[config.mk]
export PLATFORM = sky130hd
export DESIGN_NAME = booth_mul_seq
export DESIGN_NICKNAME = d
export VERILOG_FILES = /design/src/rtl/booth_mul_pkg.sv /design/src/rtl/booth_mul_seq_adder_subtractor.sv /design/src/rtl/booth_mul_seq.sv
export SDC_FILE = /design/constraint.sdc
export NUM_CORES = 1
export LEC_CHECK = 0
export ABC_AREA = 1
export BUFFER_PORTS_ARGS = -buffer_cell sky130_fd_sc_hd__buf_4
export CAP_MARGIN = 40
export CORE_MARGIN = 2
export CORE_UTILIZATION = 45
export DETAILED_ROUTE_END_ITERATION = 10
export GPL_TIMING_DRIVEN = 0
export PLACE_DENSITY = 0.77
export SLEW_MARGIN = 15
export SYNTH_ARGS = -nofsm -noshare
export SYNTH_HDL_FRONTEND = slang
export SYNTH_HIERARCHICAL = 1
export SYNTH_SLANG_ARGS = --single-unit
[constraint.sdc]
create_clock -name clk -period 3.94 [get_ports clk]
set_input_delay 0.591 -clock clk [delete_from_list [all_inputs] [get_ports clk]]
set_output_delay 0.591 -clock clk [all_outputs]
set_load 0.02 [all_outputs]
[src/rtl/booth_mul_pkg.sv]
// rtl/booth_mul_pkg.sv - shared types and constants for the sequential Booth multiplier
package booth_mul_pkg;

    localparam int WIDTH = 8;
    localparam int CNT_W = 3;

    typedef enum logic [1:0] {
        IDLE = 2'd0,
        RUN  = 2'd1,
        DONE = 2'd2
    } state_t;

    typedef enum logic [1:0] {
        OP_NOP = 2'd0,
        OP_ADD = 2'd1,
        OP_SUB = 2'd2
    } booth_op_t;

    // Radix-2 Booth recoding of the current multiplier bit pair {Q[0], q_m1}.
    function automatic booth_op_t booth_op(input logic q0, input logic qm1);
        case ({q0, qm1})
            2'b01:   return OP_ADD;
            2'b10:   return OP_SUB;
            default: return OP_NOP;
        endcase
    endfunction

endpackage

[src/rtl/booth_mul_seq_adder_subtractor.sv]
// rtl/booth_mul_seq_adder_subtractor.sv - 8-bit adder/subtractor, c0 selects subtract
module booth_mul_seq_adder_subtractor (
    input  logic [7:0] x,
    input  logic [7:0] y,
    input  logic       c0,
    output logic [7:0] s,
    output logic       c7,
    output logic       c8,
    output logic       e
);

    logic [7:0] y_eff;
    logic [7:0] low;

    assign y_eff = y ^ {8{c0}};
    // Low seven bits summed separately so the carry into the MSB is visible.
    assign low   = {1'b0, x[6:0]} + {1'b0, y_eff[6:0]} + {7'd0, c0};

    assign c7    = low[7];
    assign s     = {x[7] ^ y_eff[7] ^ c7, low[6:0]};
    assign c8    = (x[7] & y_eff[7]) | (x[7] & c7) | (y_eff[7] & c7);
    assign e     = c7 ^ c8;

endmodule

[src/rtl/booth_mul_seq.sv]
// rtl/booth_mul_seq.sv - signed 8x8 radix-2 Booth multiplier, one iteration per cycle
module booth_mul_seq #(
    parameter int WIDTH = booth_mul_pkg::WIDTH,
    parameter int CNT_W = booth_mul_pkg::CNT_W
) (
    input  logic                 clk,
    input  logic                 rst,
    input  logic                 start_valid,
    output logic                 start_ready,
    input  logic [WIDTH-1:0]     a,
    input  logic [WIDTH-1:0]     b,
    output logic                 result_valid,
    input  logic                 result_ready,
    output logic [2*WIDTH-1:0]   product,
    output logic                 busy
);

    import booth_mul_pkg::*;

    localparam logic [CNT_W-1:0] LAST_ITER = CNT_W'(WIDTH - 1);

    state_t             state;
    logic [WIDTH-1:0]   acc;
    logic [WIDTH-1:0]   q;
    logic               q_m1;
    logic [WIDTH-1:0]   m;
    logic [CNT_W-1:0]   cnt;

    booth_op_t          op;
    logic [WIDTH-1:0]   add_x;
    logic [WIDTH-1:0]   add_y;
    logic               add_c0;
    logic [WIDTH-1:0]   add_s;
    logic               add_c7;
    logic               add_c8;
    logic               add_e;
    logic [WIDTH-1:0]   sel;
    logic               sgn;
    logic               unused_carries;

    assign op             = booth_op(q[0], q_m1);
    assign unused_carries = add_c7 ^ add_c8;

    // Adder inputs stay at zero outside RUN and on no-op cycles to avoid toggling.
    always_comb begin
        add_x  = '0;
        add_y  = '0;
        add_c0 = 1'b0;
        if (state == RUN && op != OP_NOP) begin
            add_x  = acc;
            add_y  = m;
            add_c0 = (op == OP_SUB);
        end
    end

    booth_mul_seq_adder_subtractor u_addsub (
        .x  (add_x),
        .y  (add_y),
        .c0 (add_c0),
        .s  (add_s),
        .c7 (add_c7),
        .c8 (add_c8),
        .e  (add_e)
    );

    // Overflow flag restores the true 9-bit sign, e.g. 0 - (-128).
    always_comb begin
        sel = acc;
        sgn = acc[WIDTH-1];
        if (op != OP_NOP) begin
            sel = add_s;
            sgn = add_s[WIDTH-1] ^ add_e;
        end
    end

    always_ff @(posedge clk or posedge rst) begin
        if (rst) begin
            state        <= IDLE;
            acc          <= '0;
            q            <= '0;
            q_m1         <= 1'b0;
            m            <= '0;
            cnt          <= '0;
            start_ready  <= 1'b1;
            result_valid <= 1'b0;
            busy         <= 1'b0;
        end else begin
            case (state)
                IDLE: begin
                    if (start_valid) begin
                        m           <= a;
                        q           <= b;
                        acc         <= '0;
                        q_m1        <= 1'b0;
                        cnt         <= '0;
                        state       <= RUN;
                        start_ready <= 1'b0;
                        busy        <= 1'b1;
                    end
                end
                RUN: begin
                    {acc, q, q_m1} <= {sgn, sel, q};
                    cnt            <= cnt + 1'b1;
                    if (cnt == LAST_ITER) begin
                        state        <= DONE;
                        busy         <= 1'b0;
                        result_valid <= 1'b1;
                    end
                end
                DONE: begin
                    if (result_ready) begin
                        state        <= IDLE;
                        result_valid <= 1'b0;
                        start_ready  <= 1'b1;
                    end
                end
                default: begin
                    state        <= IDLE;
                    start_ready  <= 1'b1;
                    result_valid <= 1'b0;
                    busy         <= 1'b0;
                end
            endcase
        end
    end

    assign product = {acc, q};

endmodule

**After elaboration in Yosys (flattened, before gate mapping)**

Cells that the tools add are included.

- $add $sub $neg: 3
- Equal/unequal tests: 10
- Muxes and demuxes: 26
- Bitwise gates (word level): 13
- Reduce and logical (&&, ||, !) cells: 11

Operators with widths:

| cell | count |
|---|---|
| 8-bit 2-to-1 mux | 5 |
| 8-bit one-hot mux with 2 select lines | 2 |
| 3-bit AND reduction | 5 |
| 1-bit one-hot mux with 3 select lines | 3 |
| 7-bit by 7-bit adder with 8-bit output | 1 |
| 8-bit by 1-bit adder with 8-bit output | 1 |
| 1-bit 2-to-1 mux | 8 |
| 8-bit XOR | 1 |
| 2-bit == test (second input constant) | 3 |
| 2-bit 2-to-1 mux | 3 |
| 2-bit one-hot mux with 3 select lines | 1 |
| 3-bit one-hot mux with 2 select lines | 1 |
| 2-bit by 1-bit == test with 1-bit output (second input constant) | 2 |
| 2-bit by 1-bit != test with 1-bit output (second input constant) | 2 |
| 2-bit != test (second input constant) | 2 |
| 2-bit one-hot mux with 2 select lines | 1 |
| 2-bit AND reduction | 2 |
| 2-bit nonzero test | 2 |
| 1-bit XOR | 4 |
| 3-bit by 1-bit adder with 3-bit output (second input constant) | 1 |
| 1-bit AND | 3 |
| 3-bit == test (second input constant) | 1 |
| 3-bit 2-to-1 mux | 1 |
| 1-bit inverter | 3 |
| other kinds (4) | 5 |

- Flip-flop bits (word level): 33
- Input port bits: 20
- Output and inout port bits: 19
- Logic and storage cells: 73

**Logic depth before layout (Yosys ltp)**

Gate-level depths: netlist of the first run.

- Depth in word-level cells: 15
- Depth in mapped cells: 25
- Depth with buffers taken out: 23

**By module**

The synthesis of the first run kept the hierarchy.

By module, submodules not included:

| module | times used | cells an instance | area each (um^2) | seq. area each (um^2) |
|---|---|---|---|---|
| booth_mul_seq | 1 | 214 | 1,679.1 | 827.0 |
| booth_mul_seq_adder_subtractor | 1 | 70 | 441.7 | 0.0 |

**Least setup slack after synthesis of the first run**

No wires, ideal clock.

- Path type: register to register
- Start point: register q[0]
- End point: register acc[7]
- Library setup time: 124 ps
- Arrival: 3,088 ps
- Required time: 3,816 ps
- Path slack: 728 ps
- Stages on the path, launching flop included: 25
- Path buffers: 2
- Clock period less this slack: 3,212 ps
- Cells stage by stage: dfrtp_1 -> ha_1 -> clkbuf_1 -> inv_1 -> nand2_4 -> nor2_1 -> buf_6 -> xnor2_1 -> inv_1 -> ha_1 -> nand2_1 -> inv_1 -> nand3_2 -> nand2_2 -> nand2_2 -> nand2_2 -> fa_1 -> inv_1 -> nand2_1 -> nand2_1 -> inv_1 -> nand2_1 -> nand2_1 -> nor2_1 -> a21oi_1

- Longest elaborated chain between the ends: 15
- Elaborated cells on any way between the ends: 25
- Classes of those cells: add/sub (2); eq/ne (4); mux (6); bitwise (10); reduce/logical (3)

RTL lines:

| element | line | RTL |
|---|---|---|
| start, declared | booth_mul_seq.sv:24 | `logic [WIDTH-1:0] q;` |
| start signal, assigned | booth_mul_seq.sv:102 | `{acc, q, q_m1} <= {sgn, sel, q};` |
| 2-bit == test / 2-bit by 1-bit == test with 1-bit output (equally long branches) | booth_mul_pkg.sv:21 | `case ({q0, qm1})` |
| 2-bit one-hot mux with 2 select lines * | booth_mul_pkg.sv:21 |  |
| 2-bit nonzero test | booth_mul_seq.sv:49 | `if (state == RUN && op != OP_NOP) begin` |
| 1-bit logical AND | booth_mul_seq.sv:49 |  |
| 1-bit 2-to-1 mux * | booth_mul_seq.sv:49 |  |
| via add_c0 | booth_mul_seq.sv:32 | `logic add_c0;` |
| 8-bit XOR | booth_mul_seq_adder_subtractor.sv:15 | `assign y_eff = y ^ {8{c0}};` |
| 7-bit by 7-bit adder with 8-bit output | booth_mul_seq_adder_subtractor.sv:17 | `assign low = {1'b0, x[6:0]} + {1'b0, y_eff[6:0]} + {7'd0, c0};` |
| [1 not listed] | n/a |  |
| via add_c7 | booth_mul_seq.sv:34 | `logic add_c7;` |
| [1 not listed] | n/a |  |
| 1-bit OR | booth_mul_seq_adder_subtractor.sv:21 | `assign c8 = (x[7] & y_eff[7]) \| (x[7] & c7) \| (y_eff[7] & c7);` |
| 1-bit OR * | booth_mul_seq_adder_subtractor.sv:21 |  |
| via add_c8 | booth_mul_seq.sv:35 | `logic add_c8;` |
| 1-bit XOR * | booth_mul_seq_adder_subtractor.sv:22 | `assign e = c7 ^ c8;` |
| via add_e | booth_mul_seq.sv:36 | `logic add_e;` |
| 1-bit XOR * | booth_mul_seq.sv:72 | `sgn = add_s[WIDTH-1] ^ add_e;` |
| 1-bit 2-to-1 mux * | booth_mul_seq.sv:70 | `if (op != OP_NOP) begin` |
| 8-bit one-hot mux with 2 select lines * | booth_mul_seq.sv:88 | `case (state)` |
| end signal, assigned | booth_mul_seq.sv:102 |  |
| end, declared | booth_mul_seq.sv:23 | `logic [WIDTH-1:0] acc;` |

The timed path passes the listed nets; every way through them passes the cells marked *. The select of a mux whose other input is x is not followed.
A chain may end at the register's enable or synchronous reset.

**Worst setup path in the final report of the first run**

- Start point: register q[0]
- End point: register acc[7]

- Longest elaborated chain between the ends: 15
- Elaborated cells on any way between the ends: 25
- Classes of those cells: add/sub (2); eq/ne (4); mux (6); bitwise (10); reduce/logical (3)

RTL lines:

| element | line | RTL |
|---|---|---|
| 2-bit == test / 2-bit by 1-bit == test with 1-bit output (equally long branches) | booth_mul_pkg.sv:21 |  |
| 2-bit one-hot mux with 2 select lines * | booth_mul_pkg.sv:21 |  |
| 2-bit nonzero test * | booth_mul_seq.sv:49 |  |
| 1-bit logical AND * | booth_mul_seq.sv:49 |  |
| 8-bit 2-to-1 mux * | booth_mul_seq.sv:49 |  |
| via add_y[1] | booth_mul_seq.sv:31 | `logic [WIDTH-1:0] add_y;` |
| 8-bit XOR * | booth_mul_seq_adder_subtractor.sv:15 |  |
| 7-bit by 7-bit adder with 8-bit output * | booth_mul_seq_adder_subtractor.sv:17 |  |
| [1 not listed] | n/a |  |
| via add_c7 | booth_mul_seq.sv:34 |  |
| [1 not listed] | n/a |  |
| 1-bit OR | booth_mul_seq_adder_subtractor.sv:21 |  |
| 1-bit OR * | booth_mul_seq_adder_subtractor.sv:21 |  |
| via add_c8 | booth_mul_seq.sv:35 |  |
| 1-bit XOR * | booth_mul_seq_adder_subtractor.sv:22 |  |
| via add_e | booth_mul_seq.sv:36 |  |
| 1-bit XOR * | booth_mul_seq.sv:72 |  |
| 1-bit 2-to-1 mux * | booth_mul_seq.sv:70 |  |
| 8-bit one-hot mux with 2 select lines * | booth_mul_seq.sv:88 |  |

Marked as above.

==> out/metrics.csv, run 1 <==
metric,value,unit
Port Buf Inserts,38,
worst setup skew after layout,0.00744,ns
async set-or-reset flop fraction in the synthesized netlist,100,%
CP max stage cell,sky130_fd_sc_hd__dfrtp_1,
synthesized area,0.00212,mm^2
routed wire length per instance,10.9,um
Setup Buffers After CTS,0,
number of synthesized flops with an enable pin,0,
critical path start-end classification,flop to flop,
clk sinks,33,
count of final hold-check violations,0,
IO Count,39,
All-Layer GR Usage,17.7,%
num rows,24,
Max Root-Sink Buffers,2,
CP Capture Type,flop,
layout cell share with drive strength beyond 1,23.9,%
library cell with the highest instance count after synthesis,sky130_fd_sc_hd__nand2_1,
leakage dissipation,0.00146,uW
placed standard-cell area,0.00247,mm^2
source-to-sink clock delay at the later pin of the worst-skew pair,0.29,ns
register clock-pin slew on the reported worst setup and hold paths,0.08,ns
pin count of the biggest net entering global routing,34,
Detail Route met2 WL,1.91,mm
most frequent cells after synthesis,"93 x sky130_fd_sc_hd__nand2_1, 41 x sky130_fd_sc_hd__inv_1, 32 x sky130_fd_sc_hd__dfrtp_1, 23 x sky130_fd_sc_hd__nor2_1, 13 x sky130_fd_sc_hd__a21oi_1",
length of routed wiring on met1,2.00,mm
count of warnings emitted by yosys,6,
post-layout net count,360,
dominant cell type by area after synthesis,sky130_fd_sc_hd__dfrtp_1,
amount of wire on met3 after detailed routing,152,um
CTS tree,yes,
worst hold-check path type,primary input to async pin,
remaining number of nets flagged by the antenna check after routing,0,
setup violation total in the final timing report,0,
chip height,72.7,um
Final Cycle Share,87.7,%
global-route wire length before repair,7.23,mm
Routed Wire Length,4.16,mm
gate count after technology mapping,284,
unrepaired setup endpoints after global routing,no,
number of buffer and inverter instances along the worst setup path,7,
initial antenna violation count,0,
max frequency,289,MHz
detailed placement HPWL,3.08,mm
Detailed Route Iter0 Violations,89,
Sequential Area,827,um^2
highest routing layer actually used,met4,
slew at the pin closest to its max-slew limit,0.682,ns
post-synthesis sequential area ratio,39.0,%
Syn-to-layout area delta,20.6,%
cells traversed along the worst timing path,"ha_1, clkbuf_1, inv_1, nand2_4, buf_6, nor2_2, xnor2_1, inv_1, ha_1, nand2_1, inv_1, nand3_2, nand2_2, nand2_2, nand2_2, fa_1, inv_1, nand2_1, nand2_1, inv_1, nand2_1, nand2_1, nor2_1, a21oi_1",
total of max-cap violations,0,
Initial Util,47.7,%
data required time at the worst endpoint,4.11,ns
count of instances resized after the clock tree is built,0,
max-slew headroom at the worst pin,54.5,%
number of remaining DRC errors,0,
largest cells by area after synthesis,"sky130_fd_sc_hd__dfrtp_1 38%, sky130_fd_sc_hd__nand2_1 16%, sky130_fd_sc_hd__inv_1 7.3%",
pwr/cell area,965,mW/mm^2
Diodes inserted,0,
overall die width,72.7,um
Total Die Area,0.00528,mm^2
maximum single-stage delay on the critical path,0.42,ns
total number of H-tree levels,2,
Multi-input gate area,0.00105,mm^2
number of nets in the synthesized netlist,315,
Fill cells,408,
number of flip-flops and latches in the synthesized netlist,33,
top cell family by delay on the critical path,adder cells,
share of the synthesized area in the top cell type,37.8,%
gpl congestion,0.824,
Startpoint Class,flop,
post-route minimum period,3.46,ns
Most used DFF post-synth,sky130_fd_sc_hd__dfrtp_1,
Max Fanout on Critical Path,10,
distinct cell type count of the synthesized netlist,29,
final non-filler cell area,0.00256,mm^2
Worst IR Drop VDD,0.357,mV
clock root buffer master,sky130_fd_sc_hd__clkbuf_8,
TritonRoute pass-1 iters,4,
final count of pins violating max slew,0,
TritonCTS buffer count,5,
aggregate global routing overflow,0,
post-synthesis average cell area,7.47,um^2
number of hold buffers added after CTS,0,
Std-Cell Core Area,0.00444,mm^2
Worst EP arrival,3.63,ns
worst hold slack after final layout,0.403,ns
vias in the first global route,1643,
Via-to-Cell Ratio,4.64,
total negative setup slack,0,ns
outcome,completed,
vias post-DR,1773,
placed cells by master, fill, tap and decap left out, types with 2 or more instances in the layout:
| master | synthesis | layout |
|---|---|---|
| sky130_fd_sc_hd__a21oi_1 | 13 | 13 |
| sky130_fd_sc_hd__buf_2 | 3 | 3 |
| sky130_fd_sc_hd__buf_4 | 1 | 39 |
| sky130_fd_sc_hd__buf_6 | 4 | 4 |
| sky130_fd_sc_hd__clkbuf_8 | 0 | 5 |
| sky130_fd_sc_hd__clkinv_2 | 0 | 2 |
| sky130_fd_sc_hd__dfrtp_1 | 32 | 32 |
| sky130_fd_sc_hd__fa_1 | 2 | 2 |
| sky130_fd_sc_hd__ha_1 | 9 | 9 |
| sky130_fd_sc_hd__inv_1 | 41 | 40 |
| sky130_fd_sc_hd__inv_2 | 3 | 4 |
| sky130_fd_sc_hd__nand2_1 | 93 | 93 |
| sky130_fd_sc_hd__nand2_2 | 4 | 4 |
| sky130_fd_sc_hd__nand2_4 | 2 | 2 |
| sky130_fd_sc_hd__nand3_1 | 5 | 5 |
| sky130_fd_sc_hd__nor2_1 | 23 | 23 |
| sky130_fd_sc_hd__nor2_2 | 9 | 9 |
| sky130_fd_sc_hd__nor2_4 | 2 | 2 |
| sky130_fd_sc_hd__o211ai_1 | 7 | 7 |
| sky130_fd_sc_hd__o21ai_0 | 12 | 12 |
| sky130_fd_sc_hd__xnor2_1 | 2 | 2 |
| sky130_fd_sc_hd__xor2_1 | 8 | 8 |
power by group:
group          switching, uW  internal [uW]  leakage, uW
Clock                    134            122    0.0000439
Sequential              90.1            510     0.000394
Combinational            975            638      0.00102
Total                   1200           1270      0.00146
logic make-up after synthesis:
family | after synthesis | synth area share, %
XOR/XNOR | 10 | 4.13
flip-flops | 33 | 39.0
adder cells (fa/ha/maj) | 11 | 7.20
AND/OR/NAND/NOR | 140 | 28.5
buffers and inverters | 54 | 11.4
AO/OA/AOI/OAI | 36 | 9.73
registers in the layout, summed over array words and instances (netlist names):
signal and flops:
q 8, start_ready 1, busy 1, cnt 3, q_m1 1, acc 8, state 2, m 8
result_valid 1
through the flow:
step / utilization [%] / std cells / setup WS (ns) / total power, uW
2_1_floorplan: - / 284 / 0.728 / 1830
3_3_place_gp: 55.6 / 374 / 0.562 / 2180
3_5_place_dp: 55.6 / 374 / 0.492 / 2220
4_1_cts: 57.5 / 382 / 0.463 / 2500
5_1_grt: 57.5 / 382 / 0.135 / 2740
6_report: 57.5 / 382 / 0.484 / 2470
metal layers:
| layer | global-route usage (%) | up-vias |
|---|---|---|
| met5 | 0 | - |
| met4 | 8.44 | 0 |
| met3 | 4.01 | 9 |
| met2 | 27.2 | 33 |
| met1 | 23.8 | 775 |
| li1 | - | 956 |
worst paths after layout:
check / endpoint / depth (start not counted) / slack [ns] / startpoint
max: acc[7] / 24 / 0.48 / q[0]
min: q[6] / 2 / 0.40 / rst
max reg2reg: acc[7] / 24 / 0.48 / q[0]
min reg2reg: start_ready / 2 / 0.47 / start_ready
max in group asynchronous: acc[4] / 2 / 3.09 / rst
min in group clk: start_ready / 2 / 0.47 / start_ready
cell type report:
| cell class | count | share of cell area (%) |
|---|---|---|
| multi-input cells | 197 | 41.1 |
| flip-flops and latches | 33 | 32.3 |
| repair buffers | 38 | 11.2 |
| inverters | 45 | 6.70 |
| plain buffers | 9 | 2.79 |
| clock buffers | 5 | 2.69 |
| well taps | 52 | 2.54 |
| clock inverters | 3 | 0.685 |
(Power assumes the default switching activity.)
==> run 2: changes to the inputs <==
- PLACE_DENSITY: 0.77 -> 0.79
==> out/metrics.csv, run 2 (synthesis results as in run 1) <==
metric,value,unit,change
slew at the pin closest to its max-slew limit,0.689,ns,was 0.682 ns
global-route wire length before repair,7.11,mm,was 7.23 mm
Detailed Route Iter0 Violations,113,,was 89
max-slew headroom at the worst pin,54.0,%,was 54.5%
total negative setup slack,0,ns,unchanged
IO Count,39,,unchanged
part of the power in registers,24.2,%,was 24.3%
part of the total power dissipated in the clock network,10.7,%,was 10.4%
total number of H-tree levels,2,,unchanged
Worst EP arrival,3.71,ns,was 3.63 ns
post-layout net count,360,,unchanged
pwr/cell area,971,mW/mm^2,was 965 mW/mm^2
vias in the first global route,1699,,was 1643
critical path start-end classification,flop to flop,,unchanged
Tot Pwr,2490,uW,was 2470 uW
cells traversed along the worst timing path,"ha_1, clkbuf_1, inv_1, nand2_4, nor2_1, buf_6, xnor2_1, inv_1, ha_1, nand2_1, inv_1, nand3_2, nand2_2, nand2_2, nand2_2, fa_1, inv_1, nand2_1, nand2_1, inv_1, nand2_1, nand2_1, nor2_1, a21oi_1",,"was ha_1, clkbuf_1, inv_1, nand2_4, buf_6, nor2_2, xnor2_1, inv_1, ha_1, nand2_1, inv_1, nand3_2, nand2_2, nand2_2, nand2_2, fa_1, inv_1, nand2_1, nand2_1, inv_1, nand2_1, nand2_1, nor2_1, a21oi_1"
Setup Buffers After CTS,0,,unchanged
gpl congestion,0.800,,was 0.824
largest registers in the final layout,"acc x8, m x8, q x8",,unchanged
unrepaired setup endpoints after global routing,no,,unchanged
num rows,24,,unchanged
TritonCTS buffer count,5,,unchanged
number of buffer and inverter instances along the worst setup path,7,,unchanged
aggregate global routing overflow,0,,unchanged
Initial Util,47.7,%,unchanged
chip height,72.7,um,unchanged
Routed Wire Length,4.10,mm,was 4.16 mm
Syn-to-layout area delta,21.1,%,was 20.6%
max frequency,283,MHz,was 289 MHz
CTS tree,yes,,unchanged
All-Layer GR Usage,17.2,%,was 17.7%
CP Capture Type,flop,,unchanged
net switching component of the power,1200,uW,about the same
CP max stage cell,sky130_fd_sc_hd__dfrtp_1,,unchanged
count of instances resized after the clock tree is built,0,,unchanged
most common library cell in the layout ignoring fill and taps,sky130_fd_sc_hd__nand2_1,,unchanged
Via-to-Cell Ratio,4.68,,was 4.64
clock root buffer master,sky130_fd_sc_hd__clkbuf_8,,unchanged
Max Root-Sink Buffers,2,,unchanged
"commonest non-fill, non-tap cells in the layout","93 x sky130_fd_sc_hd__nand2_1, 40 x sky130_fd_sc_hd__inv_1, 39 x sky130_fd_sc_hd__buf_4",,unchanged
Fill cells,403,,was 408
post-route minimum period,3.54,ns,was 3.46 ns
outcome,completed,,unchanged
data required time at the worst endpoint,4.11,ns,about the same
switching fraction of total power,48.3,%,was 48.6%
placed cell count,374,,unchanged
combinational share of power,65.1,%,was 65.3%
initial antenna violation count,0,,unchanged
worst setup skew after layout,0.0109,ns,was 0.00744 ns
worst hold-check path type,primary input to async pin,,unchanged
layout cell share with drive strength beyond 1,23.9,%,unchanged
setup violation total in the final timing report,0,,unchanged
total of max-cap violations,0,,unchanged
Internal Dissipation,1290,uW,was 1270 uW
top cell family by delay on the critical path,adder cells,,unchanged
final count of pins violating max slew,0,,unchanged
Port Buf Inserts,38,,unchanged
routed wire length per instance,10.7,um,was 10.9 um
final instance count without filler cells,382,,unchanged
number of remaining DRC errors,0,,unchanged
maximum single-stage delay on the critical path,0.42,ns,about the same
pin count of the biggest net entering global routing,34,,unchanged
number of hold buffers added after CTS,0,,unchanged
Diodes inserted,0,,unchanged
register clock-pin slew on the reported worst setup and hold paths,0.07,ns,was 0.08 ns
Startpoint Class,flop,,unchanged
Worst IR Drop VDD,0.345,mV,was 0.357 mV
Final Cycle Share,89.8,%,was 87.7%
TritonRoute pass-1 iters,4,,unchanged
source-to-sink clock delay at the later pin of the worst-skew pair,0.29,ns,about the same
Total Die Area,0.00528,mm^2,unchanged
Std-Cell Core Area,0.00444,mm^2,unchanged
clk sinks,33,,unchanged
Max Fanout on Critical Path,10,,unchanged
remaining number of nets flagged by the antenna check after routing,0,,unchanged
detailed placement HPWL,3.16,mm,was 3.08 mm
leakage dissipation,0.00147,uW,was 0.00146 uW
count of final hold-check violations,0,,unchanged
overall die width,72.7,um,unchanged
vias post-DR,1788,,was 1773
run 2: power by group through the flow:
stage	Clock [uW]	Combinational [uW]	Sequential, uW
floorplan	0	1120	709
global placement	0	1570	599
detailed placement	0	1620	609
CTS	274	1630	603
global route	286	1840	625
finish	267	1620	602
run 2: cell type report:
class	instances	area [um^2]	area share (%)
Tap cell	52	65.1	2.53
Multi-Input combinational cell	197	1050	40.9
Clock inverter	2	13.8	0.536
Timing Repair Buffer	38	285	11.1
Buffer	9	71.3	2.78
Sequential cell	33	827	32.2
Clock buffer	6	82.6	3.22
Inverter	45	171	6.68
run 2: through the flow:
stage / instance area, um^2 / worst slack (ns) / util [%] / hold slack [ns]
final: 2570 / 0.404 / 57.8 / 0.411
after global routing: 2570 / 0.129 / 57.8 / 0.472
after CTS: 2570 / 0.439 / 57.8 / 0.425
after detailed placement: 2470 / 0.466 / 55.6 / 0.466
after global placement: 2470 / 0.568 / 55.6 / 0.454
after floorplan: 2120 / 0.728 / - / 0.446
run 2: routing by layer:
metal	up-vias	track usage [%]	share of wire, %
met5	-	0	0
met4	0	6.79	1.7
met3	6	3.73	3.7
met2	36	28.1	46
met1	793	22.2	48
li1	953	-	-
run 2: path summary, 6_finish.rpt:
| path | slack, ns | cells past startpoint | endpoint | startpoint |
|---|---|---|---|---|
| worst min-delay path | 0.41 | 2 | result_valid | rst |
| max in group asynchronous | 3.07 | 2 | acc[6] | rst |
| min in group clk | 0.48 | 2 | busy | busy |
| worst min register to register | 0.48 | 2 | busy | busy |
| worst max register to register | 0.40 | 24 | acc[7] | q[0] |
| worst max-delay path | 0.40 | 24 | acc[7] | q[0] |
run 2: worst reg2reg max path: cells and delay by family, from the launching register on:
kind / cells / cell delay (ns)
AOI/OAI and AO/OA: 1 / 0.05
xor gates and xnor gates: 1 / 0.30
and+or+nand+nor: 12 / 0.92
buffers and inverters: 7 / 0.75
DFF: 1 / 0.42
adders and majority gates: 3 / 0.97
==> run 3: changes to the inputs <==
--- a/config.mk
+++ b/config.mk
@@ -13,5 +13,5 @@
 export DETAILED_ROUTE_END_ITERATION = 10
 export GPL_TIMING_DRIVEN = 0
-export PLACE_DENSITY = 0.79
+export PLACE_DENSITY = 0.65
 export SLEW_MARGIN = 15
 export SYNTH_ARGS = -nofsm -noshare
==> constraint.sdc (replaced) <==
create_clock -name clk -period 3.94 [get_ports clk]
set_input_delay 0.394 -clock clk [delete_from_list [all_inputs] [get_ports clk]]
set_output_delay 0.394 -clock clk [all_outputs]
set_load 0.02 [all_outputs]
==> out/metrics.csv, run 3 (synthesis results as in run 1) <==
metric,value,unit,change
outcome,completed,,unchanged
Register-to-Register Setup Slack,0.44,ns,was 0.40 ns
Startpoint Class,flop,,unchanged
clk sinks,33,,unchanged
Detail Route met2 WL,1.77,mm,was 1.91 mm
source-to-sink clock delay at the later pin of the worst-skew pair,0.29,ns,about the same
amount of wire on met3 after detailed routing,219,um,was 152 um
net switching component of the power,1190,uW,was 1200 uW
Setup Buffers After CTS,0,,unchanged
Std-Cell Core Area,0.00444,mm^2,unchanged
total of max-cap violations,0,,unchanged
leakage dissipation,0.00147,uW,about the same
total negative setup slack,0,ns,unchanged
Max Fanout on Critical Path,10,,unchanged
Total Die Area,0.00528,mm^2,unchanged
count of final hold-check violations,0,,unchanged
Worst EP arrival,3.67,ns,was 3.71 ns
switching fraction of total power,47.2,%,was 48.3%
max frequency,285,MHz,was 283 MHz
pin count of the biggest net entering global routing,34,,unchanged
max-slew headroom at the worst pin,53.5,%,was 54.0%
minimum setup slack in the final design,0.437,ns,was 0.404 ns
register clock-pin slew on the reported worst setup and hold paths,0.07,ns,about the same
Max Root-Sink Buffers,2,,unchanged
unrepaired setup endpoints after global routing,no,,unchanged
vias post-DR,1794,,was 1788
slew at the pin closest to its max-slew limit,0.697,ns,was 0.689 ns
worst setup skew after layout,0.0109,ns,about the same
worst hold slack after final layout,0.223,ns,was 0.411 ns
IO Count,39,,unchanged
total number of H-tree levels,2,,unchanged
gpl congestion,0.819,,was 0.800
num rows,24,,unchanged
chip height,72.7,um,unchanged
overall die width,72.7,um,unchanged
Diodes inserted,0,,unchanged
part of the power in registers,23.6,%,was 24.2%
routed wire length per instance,10.7,um,about the same
setup violation total in the final timing report,0,,unchanged
aggregate global routing overflow,0,,unchanged
All-Layer GR Usage,17.7,%,was 17.2%
clock root buffer master,sky130_fd_sc_hd__clkbuf_8,,unchanged
CP Capture Type,flop,,unchanged
Internal Dissipation,1340,uW,was 1290 uW
global-route wire length before repair,7.36,mm,was 7.11 mm
post-route minimum period,3.50,ns,was 3.54 ns
layout cell share with drive strength beyond 1,23.6,%,was 23.9%
Via-to-Cell Ratio,4.70,,was 4.68
number of remaining DRC errors,0,,unchanged
placed cell count,374,,unchanged
Port Buf Inserts,38,,unchanged
data required time at the worst endpoint,4.10,ns,was 4.11 ns
initial antenna violation count,0,,unchanged
Initial Util,47.7,%,unchanged
CTS tree,yes,,unchanged
Detailed Route Iter0 Violations,98,,was 113
post-layout net count,360,,unchanged
Syn-to-layout area delta,21.6,%,was 21.1%
critical path start-end classification,flop to flop,,unchanged
R2R depth,24,,unchanged
final instance count without filler cells,382,,unchanged
final count of pins violating max slew,0,,unchanged
TritonCTS buffer count,5,,unchanged
largest registers in the final layout,"acc x8, m x8, q x8",,unchanged
number of hold buffers added after CTS,0,,unchanged
remaining number of nets flagged by the antenna check after routing,0,,unchanged
most common library cell in the layout ignoring fill and taps,sky130_fd_sc_hd__nand2_1,,unchanged
part of the total power dissipated in the clock network,12.2,%,was 10.7%
detailed placement HPWL,3.09,mm,was 3.16 mm
worst setup slack before clock tree synthesis,0.445,ns,was 0.466 ns
Routed Wire Length,4.10,mm,about the same
Final Cycle Share,88.9,%,was 89.8%
worst hold-check path type,primary input to async pin,,unchanged
pwr/cell area,981,mW/mm^2,was 971 mW/mm^2
vias in the first global route,1636,,was 1699
"commonest non-fill, non-tap cells in the layout","93 x sky130_fd_sc_hd__nand2_1, 40 x sky130_fd_sc_hd__inv_1, 39 x sky130_fd_sc_hd__buf_4",,unchanged
highest routing layer actually used,met4,,unchanged
length of routed wiring on met1,2.05,mm,was 1.97 mm
count of instances resized after the clock tree is built,0,,unchanged
combinational share of power,64.2,%,was 65.1%
Worst IR Drop VDD,0.321,mV,was 0.345 mV
TritonRoute pass-1 iters,4,,unchanged
[run 3: cell count changes in the layout (fill, tap and decap cells not counted), sizes merged]
| cell | change |
|---|---|
| bufinv | +1 |
| clkinv | -1 |
[run 3: path summary, 6_finish.rpt]
check	to	start
worst max-delay path	acc[7]	q[0]
worst min-delay path	q[2]	rst
worst max register to register	acc[7]	q[0]
worst min register to register	start_ready	start_ready
max in group asynchronous	acc[2]	rst
min in group clk	m[0]	a[0]
[run 3: layout make-up]
| type | instances | area, um^2 |
|---|---|---|
| Buffer | 9 | 71.3 |
| Clock buffer | 6 | 72.6 |
| Clock inverter | 2 | 35.0 |
| Fill cell | 431 | 1870 |
| Inverter | 45 | 171 |
| Multi-Input combinational cell | 197 | 1050 |
| Sequential cell | 33 | 827 |
| Tap cell | 52 | 65.1 |
| Timing Repair Buffer | 38 | 285 |
[run 3: power by group through the flow]
stage / sequential [uW] / clock (uW) / combinational, uW
final: 597 / 309 / 1620
after global routing: 619 / 334 / 1870
after CTS: 597 / 321 / 1640
after detailed placement: 603 / 0 / 1630
after global placement: 598 / 0 / 1610
after floorplan: 709 / 0 / 1120
[run 3: per-stage QoR]
stage | utilization, % | instance area (um^2) | total power [uW]
detailed placement | 55.6 | 2470 | 2230
global placement | 55.6 | 2470 | 2200
floorplan | - | 2120 | 1830
CTS | 58.0 | 2580 | 2550
global route | 58.0 | 2580 | 2820
finish | 58.0 | 2580 | 2530
[run 3: critical path, stage by stage (launching register included)]
cell and delay, ns:
sky130_fd_sc_hd__dfrtp_1 0.41, sky130_fd_sc_hd__ha_1 0.28, sky130_fd_sc_hd__clkbuf_1 0.26, sky130_fd_sc_hd__inv_1 0.15, sky130_fd_sc_hd__nand2_4 0.16, sky130_fd_sc_hd__buf_6 0.19, sky130_fd_sc_hd__nor2_2 0.05, sky130_fd_sc_hd__xnor2_1 0.25
sky130_fd_sc_hd__inv_1 0.08, sky130_fd_sc_hd__ha_1 0.28, sky130_fd_sc_hd__nand2_1 0.07, sky130_fd_sc_hd__inv_1 0.04, sky130_fd_sc_hd__nand3_2 0.07, sky130_fd_sc_hd__nand2_2 0.08, sky130_fd_sc_hd__nand2_2 0.08, sky130_fd_sc_hd__nand2_2 0.06
sky130_fd_sc_hd__fa_1 0.41, sky130_fd_sc_hd__inv_1 0.06, sky130_fd_sc_hd__nand2_1 0.05, sky130_fd_sc_hd__nand2_1 0.07, sky130_fd_sc_hd__inv_1 0.04, sky130_fd_sc_hd__nand2_1 0.04, sky130_fd_sc_hd__nand2_1 0.06, sky130_fd_sc_hd__nor2_1 0.10
sky130_fd_sc_hd__a21oi_1 0.04
[run 3: routing by layer]
metal / track usage [%] / vias to the layer above
li1: - / 955
met2: 26.6 / 49
met5: 0 / -
met4: 7.41 / 0
met3: 3.04 / 5
met1: 25.4 / 785
